<file path="src/rtl/ram_seq_pkg.sv">
// Shared types and pattern helper for the RAM fill/readback sequencer.
// Latency: n/a (types and a pure function only).
// Backpressure: n/a.
package ram_seq_pkg;

    // Controller phases: wait for start, fill, issue read, capture read data, finished
    typedef enum logic [2:0] {
        IDLE  = 3'd0,
        WRITE = 3'd1,
        READ  = 3'd2,
        WAIT  = 3'd3,
        DONE  = 3'd4
    } state_t;

    // Fill pattern for one location: (cnt + seed) mod 2^m.
    // Callers size-cast the result down to their data width.
    function automatic logic [31:0] pat(input logic [31:0] cnt,
                                        input logic [31:0] seed,
                                        input int unsigned m);
        logic [31:0] sum;
        sum = cnt + seed;
        if (m >= 32) begin
            return sum;
        end
        return sum & ((32'd1 << m) - 32'd1);
    endfunction

endpackage

</file>
<file path="src/rtl/ram_addr_counter.sv">
// N-bit RAM address counter with synchronous clear, increment enable and all-ones flag.
// Latency: count updates one cycle after clr_i/inc_i; tc_o is combinational from the count.
// Backpressure: none; the caller gates inc_i.
module ram_addr_counter #(
    parameter int N = 3
) (
    input  logic         clk_i,
    input  logic         rst_i,
    input  logic         clr_i,
    input  logic         inc_i,
    output logic [N-1:0] cnt_o,
    output logic         tc_o
);

    logic [N-1:0] cnt_q;
    logic [N-1:0] cnt_d;

    // Clear wins over increment; the increment wraps naturally at N bits
    always_comb begin
        cnt_d = cnt_q;
        if (clr_i) begin
            cnt_d = '0;
        end else if (inc_i) begin
            cnt_d = cnt_q + N'(1);
        end
    end

    // Count register with synchronous reset
    always_ff @(posedge clk_i) begin
        if (rst_i) begin
            cnt_q <= '0;
        end else begin
            cnt_q <= cnt_d;
        end
    end

    assign cnt_o = cnt_q;
    assign tc_o  = &cnt_q;

endmodule

</file>
<file path="src/rtl/ram_seq_ctrl.sv">
// Fills a single-port RAM with (addr + seed) and reads it back in order, one op per tick_i.
// Latency: strobes/address/data register one cycle after the tick; read data lands in dato_show_o one cycle after rden_o.
// Backpressure: none; ticks arriving in IDLE/WAIT/DONE are dropped. Readback check built only with RAM_SEQ_CTRL_VERIFY_EN.
module ram_seq_ctrl #(
    parameter int N = 3,
    parameter int M = 4
) (
    input  logic         clk_i,
    input  logic         rst_i,
    input  logic         tick_i,
    input  logic         start_i,
    input  logic [M-1:0] seed_i,
    input  logic [M-1:0] dato_read_i,
    output logic [N-1:0] addr_o,
    output logic [M-1:0] dato_write_o,
    output logic         wren_o,
    output logic         rden_o,
    output logic [M-1:0] dato_show_o,
    output logic         busy_o,
    output logic         done_o,
    output logic         err_o
);
    import ram_seq_pkg::*;

    state_t       state_q, state_d;
    logic [M-1:0] seed_q,  seed_d;
    logic [N-1:0] addr_q,  addr_d;
    logic [M-1:0] dw_q,    dw_d;
    logic         wren_q,  wren_d;
    logic         rden_q,  rden_d;
    logic [M-1:0] show_q,  show_d;
    logic         busy_q,  busy_d;
    logic         done_q,  done_d;
`ifdef RAM_SEQ_CTRL_VERIFY_EN
    logic         err_q,   err_d;
`endif

    logic [N-1:0] cnt;
    logic         cnt_tc;
    logic         cnt_clr;
    logic         cnt_inc;
    logic         start_ok;
    logic [M-1:0] pat_cur;

    // A start only counts when no pass is running
    assign start_ok = start_i && ((state_q == IDLE) || (state_q == DONE));
    assign pat_cur  = M'(pat(32'(cnt), 32'(seed_q), M));

    ram_addr_counter #(.N(N)) u_cnt (
        .clk_i (clk_i),
        .rst_i (rst_i),
        .clr_i (cnt_clr),
        .inc_i (cnt_inc),
        .cnt_o (cnt),
        .tc_o  (cnt_tc)
    );

    // Counter control: restart on a new pass and after the last write; step after each write and each capture
    always_comb begin
        cnt_clr = start_ok || ((state_q == WRITE) && tick_i && cnt_tc);
        cnt_inc = ((state_q == WRITE) && tick_i && !cnt_tc) ||
                  ((state_q == WAIT) && !cnt_tc);
    end

    // State register and registered outputs; reset overrides start and tick
    always_ff @(posedge clk_i) begin
        if (rst_i) begin
            state_q <= IDLE;
            seed_q  <= '0;
            addr_q  <= '0;
            dw_q    <= '0;
            wren_q  <= 1'b0;
            rden_q  <= 1'b0;
            show_q  <= '0;
            busy_q  <= 1'b0;
            done_q  <= 1'b0;
        end else begin
            state_q <= state_d;
            seed_q  <= seed_d;
            addr_q  <= addr_d;
            dw_q    <= dw_d;
            wren_q  <= wren_d;
            rden_q  <= rden_d;
            show_q  <= show_d;
            busy_q  <= busy_d;
            done_q  <= done_d;
        end
    end

`ifdef RAM_SEQ_CTRL_VERIFY_EN
    // Sticky mismatch flag, cleared by reset or an accepted start
    always_ff @(posedge clk_i) begin
        if (rst_i) begin
            err_q <= 1'b0;
        end else begin
            err_q <= err_d;
        end
    end
`endif

    // Next-state: fill all locations, then alternate read strobe / capture until the last address
    always_comb begin
        state_d = state_q;
        case (state_q)
            IDLE, DONE: if (start_i)          state_d = WRITE;
            WRITE:      if (tick_i && cnt_tc) state_d = READ;
            READ:       if (tick_i)           state_d = WAIT;
            WAIT:       state_d = cnt_tc ? DONE : READ;
            default:    state_d = IDLE;
        endcase
    end

    // Output next values: strobes are single-cycle, address/data hold between operations
    always_comb begin
        seed_d = seed_q;
        addr_d = addr_q;
        dw_d   = dw_q;
        wren_d = 1'b0;
        rden_d = 1'b0;
        show_d = show_q;
        busy_d = (state_d == WRITE) || (state_d == READ) || (state_d == WAIT);
        done_d = (state_d == DONE);
`ifdef RAM_SEQ_CTRL_VERIFY_EN
        err_d  = err_q;
`endif
        if (start_ok) begin
            seed_d = seed_i;
`ifdef RAM_SEQ_CTRL_VERIFY_EN
            err_d  = 1'b0;
`endif
        end
        if ((state_q == WRITE) && tick_i) begin
            wren_d = 1'b1;
            addr_d = cnt;
            dw_d   = pat_cur;
        end
        if ((state_q == READ) && tick_i) begin
            rden_d = 1'b1;
            addr_d = cnt;
        end
        if (state_q == WAIT) begin
            show_d = dato_read_i;
`ifdef RAM_SEQ_CTRL_VERIFY_EN
            if (dato_read_i != pat_cur) begin
                err_d = 1'b1;
            end
`endif
        end
    end

    assign addr_o       = addr_q;
    assign dato_write_o = dw_q;
    assign wren_o       = wren_q;
    assign rden_o       = rden_q;
    assign dato_show_o  = show_q;
    assign busy_o       = busy_q;
    assign done_o       = done_q;
`ifdef RAM_SEQ_CTRL_VERIFY_EN
    assign err_o        = err_q;
`else
    assign err_o        = 1'b0;
`endif

endmodule

</file>
<file path="config.mk">
export PLATFORM = sky130hd
export DESIGN_NAME = ram_seq_ctrl
export DESIGN_NICKNAME = d
export VERILOG_FILES = /design/src/rtl/ram_seq_pkg.sv /design/src/rtl/ram_addr_counter.sv /design/src/rtl/ram_seq_ctrl.sv
export SDC_FILE = /design/constraint.sdc
export NUM_CORES = 1
export LEC_CHECK = 0
export ABC_CLOCK_PERIOD_IN_PS = 2400
export CELL_PAD_IN_SITES_DETAIL_PLACEMENT = 1
export CELL_PAD_IN_SITES_GLOBAL_PLACEMENT = 1
export CORE_ASPECT_RATIO = 1.25
export CORE_MARGIN = 2
export CORE_UTILIZATION = 37
export CTS_BUF_LIST = sky130_fd_sc_hd__clkbuf_8
export DETAILED_ROUTE_END_ITERATION = 8
export GPL_TIMING_DRIVEN = 0
export PLACE_DENSITY_LB_ADDON = 0.1
export SYNTH_ARGS = -nofsm -noshare
export SYNTH_HDL_FRONTEND = slang
export SYNTH_SLANG_ARGS = --single-unit
</file>
<file path="constraint.sdc">
create_clock -name clk_i -period 2.4 [get_ports clk_i]
set_clock_uncertainty 0.1 [all_clocks]
set_input_delay 0.48 -clock clk_i [delete_from_list [all_inputs] [get_ports clk_i]]
set_output_delay 0.48 -clock clk_i [all_outputs]
set_load 0.01 [all_outputs]
</file>
==> results by group <==
Run status
  – Outcome: finished clean

Die
  – IO Pins: 28
  – Starting Density: 38.9%
  – Die width: 53.8 um
  – FP Rows: 22
  – Total core area: 2950 um^2
  – Die ar.: 3560 um^2
  – Die Y: 66.2 um

Routing
  – Vias per std cell: 5.23
  – Met2 Routed Length: 1.43 mm
  – Final WL: 2.65 mm
  – Total length of routed met3 wires: 53 um
  – WL met1: 1.15 mm
  – DRC: 0
  – Top Metal Used: met4
  – Detailed Route Iter0 Violations: 8
  – Post-DR wirelength/cell: 13.9 um
  – Vias: 993
  – Drt first pass iters: 3
  – Final ANT Viol Nets: 0

Worst setup path
  – RR Startpoint: u_cnt.cnt_o[0]
  – Critical Path Source: u_cnt.cnt_o[0]
  – Crit path required time: 2500 ps
  – Critical Path AT: 2030 ps
  – Critical Path End Type: flop
  – Startpoint class of the critical path: flop
  – Worst Path Max Fanout: 8
  – Setup Crit Path Kind: flop to flop

Final layout
  – Antenna cells: 0
  – Area delta synth->final: 29.8%
  – Nets: 173
  – Register area: 500 um^2
  – Final cell count without fillers: 190
  – # fillers: 343
  – Share of layout cells above drive strength 1: 7.14%
  – Multi-input gate area: 589 um^2

Placed design
  – Port bufs: 25
  – GPL Wtd Cong: 0.790
  – DP HPWL: 2.10 mm
  – Placed Instances: 186

Global routing
  – Total gr overflow: 0
  – Total global-route track usage: 17.1%
  – First-pass GRT wire length: 4.47 mm
  – Initial antenna violation count: 0
  – Vias in the first global route: 1027
  – Largest net degree at the start of global routing: 15

STA
  – Final hold violation count: 0
  – Max Slew Vio Count: 0
  – RSZ-0062 raised after global routing: no
  – Setup TNS Final: 0 ps
  – Final setup violation count: 0
  – Least-Margin Pin Slew: 570 ps
  – Fin crit share: 80.4%
  – Final Critical Period: 1930 ps
  – Fmax: 518 MHz
  – Max transition margin: 61.9%

Clock network
  – CTS tree: yes
  – Clock latency on the worst-skew pair: 260 ps
  – Hold_buf cts: 0
  – Clk pin slew, worst setup/hold paths: 90 ps
  – Post-cts resize count: 0
  – CTS sink count: 25
  – CTS buffer count: 3
  – Setup Fix Bufs, Post-CTS: 0
  – Clk root buf: clkbuf_8
  – H-tree depth: 1
  – Clock Tree Buf Depth: 2

Pwr
  – Logic gate share of total power: 11.5%
  – Worst vdd ir: 302 uV
  – Switch share: 23.7%
  – Total power: 0.000767 W
  – Internal power: 0.000586 W
  – Seq pwr share: 56.4%
  – Clock share of power: 32.0%
  – Net Sw Power: 0.000181 W
  – PD cells: 516 nW/um^2
  – Leak: 0.578 nW

Yosys
  – Syn Nets: 143
  – Synth warn: 0
  – Post-synthesis average cell area: 9.17 um^2
  – #FFs+latches synth: 25
  – Synthesized netlist cell count: 125
  – Post-synthesis sequential area ratio: 43.7%
  – Post-synth cell types: 36
  – Syn Std Cell Area: 1150 um^2

Worst hold path
  – Worst Hold Class: flop to flop
  – Hold wc startpoint: dato_write_o[2]

Run
  – Max Cap Viol: 0
## sequential cells by signal, indices dropped and copies added, names as in the netlist, 3 cells and up
| name | cells |
|---|---|
| dato_show_o | 4 |
| seed_q | 4 |
| state_q | 3 |
| dato_write_o | 4 |
| u_cnt.cnt_o | 3 |
| addr_o | 3 |
## per-stage QoR
stage / hold slack, ps / worst slack, ps / util, % / instance area [um^2]
after global placement: 341 / 364 / 48.9 / 1440
final: 360 / 469 / 50.5 / 1490
after CTS: 365 / 454 / 50.5 / 1490
after floorplan: 367 / 667 / - / 1150
after detailed placement: 354 / 365 / 48.9 / 1440
after global routing: 386 / 345 / 50.5 / 1490
## logic make-up after synthesis
| logic type | count (synthesis) | share of synthesized area [%] |
|---|---|---|
| compound gates | 26 | 13.2 |
| xor+xnor | 3 | 2.29 |
| fa+ha+maj | 6 | 7.21 |
| buf+inv | 13 | 4.91 |
| flops | 25 | 43.7 |
| mux | 8 | 6.99 |
| other cells | 1 | 0.327 |
| simple gates | 43 | 21.4 |
## Yosys cell counts, drive strengths merged
master | count | area [um^2]
mux2i | 8 | 80.1
xnor2 | 2 | 17.5
o311ai | 1 | 8.76
inv | 5 | 18.8
and4bb | 1 | 12.5
fa | 1 | 20.0
nor3 | 2 | 10.0
nand2b | 1 | 6.26
a2111oi | 1 | 8.76
xor2 | 1 | 8.76
nand4b | 1 | 8.76
or3b | 1 | 8.76
a21oi | 14 | 70.1
nand4bb | 1 | 11.3
ha | 5 | 62.6
nor3b | 2 | 20.0
nor2 | 12 | 45.0
a211oi | 1 | 7.51
or2 | 1 | 6.26
nand3b | 3 | 22.5
and4b | 1 | 10.0
clkbuf | 4 | 15.0
conb | 1 | 3.75
a2111o | 1 | 11.3
nand3 | 6 | 30.0
a211o | 1 | 8.76
nor2b | 3 | 18.8
o21ai | 6 | 30.0
nand2 | 6 | 22.5
or3 | 1 | 6.26
a31oi | 1 | 6.26
buf | 4 | 22.5
dfxtp | 25 | 500
nand4 | 1 | 6.26
## power groups by stage
stage	logic (W)	registers, W	clock network [W]
2_1_floorplan	0.0000489	0.000443	0
3_3_place_gp	0.0000870	0.000442	0
3_5_place_dp	0.0000900	0.000443	0
4_1_cts	0.0000906	0.000433	0.000255
5_1_grt	0.0000980	0.000435	0.000272
6_report	0.0000886	0.000433	0.000246
## layer usage
metal  vias to the layer above  global-route usage (%)
met1                       487                    19.7
li1                        492                       -
met3                         2                    2.04
met4                         0                    6.73
met5                         -                       0
met2                        12                    30.8
## cell type report
cell class,instances,share of cell area (%)
well taps,36,3.03
plain buffers,8,2.52
clock buffers,3,2.78
repair buffers,25,16.8
inverters,5,1.26
flip-flops and latches,25,33.6
multi-input cells,87,39.6
clock inverters,1,0.336
## placed cells by master, fill, tap and decap left out, types with 2 or more instances in the layout
master	n
ha_1	5
dfxtp_1	25
nor2_1	12
a21oi_1	14
inv_1	5
nand3b_1	3
o21ai_0	6
nor2b_1	3
buf_2	3
nand2_1	6
clkdlybuf4s50_1	25
mux2i_1	8
xnor2_1	2
nor3_1	2
clkbuf_8	3
nand3_1	6
clkbuf_1	4
## critical path, stage by stage (launching register included)
cell and delay [ps]:
dfxtp_1 370, ha_1 210, ha_1 280, or3b_1 440, or3_1 320, a21oi_1 140
## final timing paths
check	depth (start not counted)	slack, ps	endpoint
max	5	470	u_cnt.cnt_o[0]
min	2	360	dato_write_o[2]
max reg2reg	5	470	u_cnt.cnt_o[0]
min reg2reg	2	360	dato_write_o[2]
(Power assumes the default switching activity.)
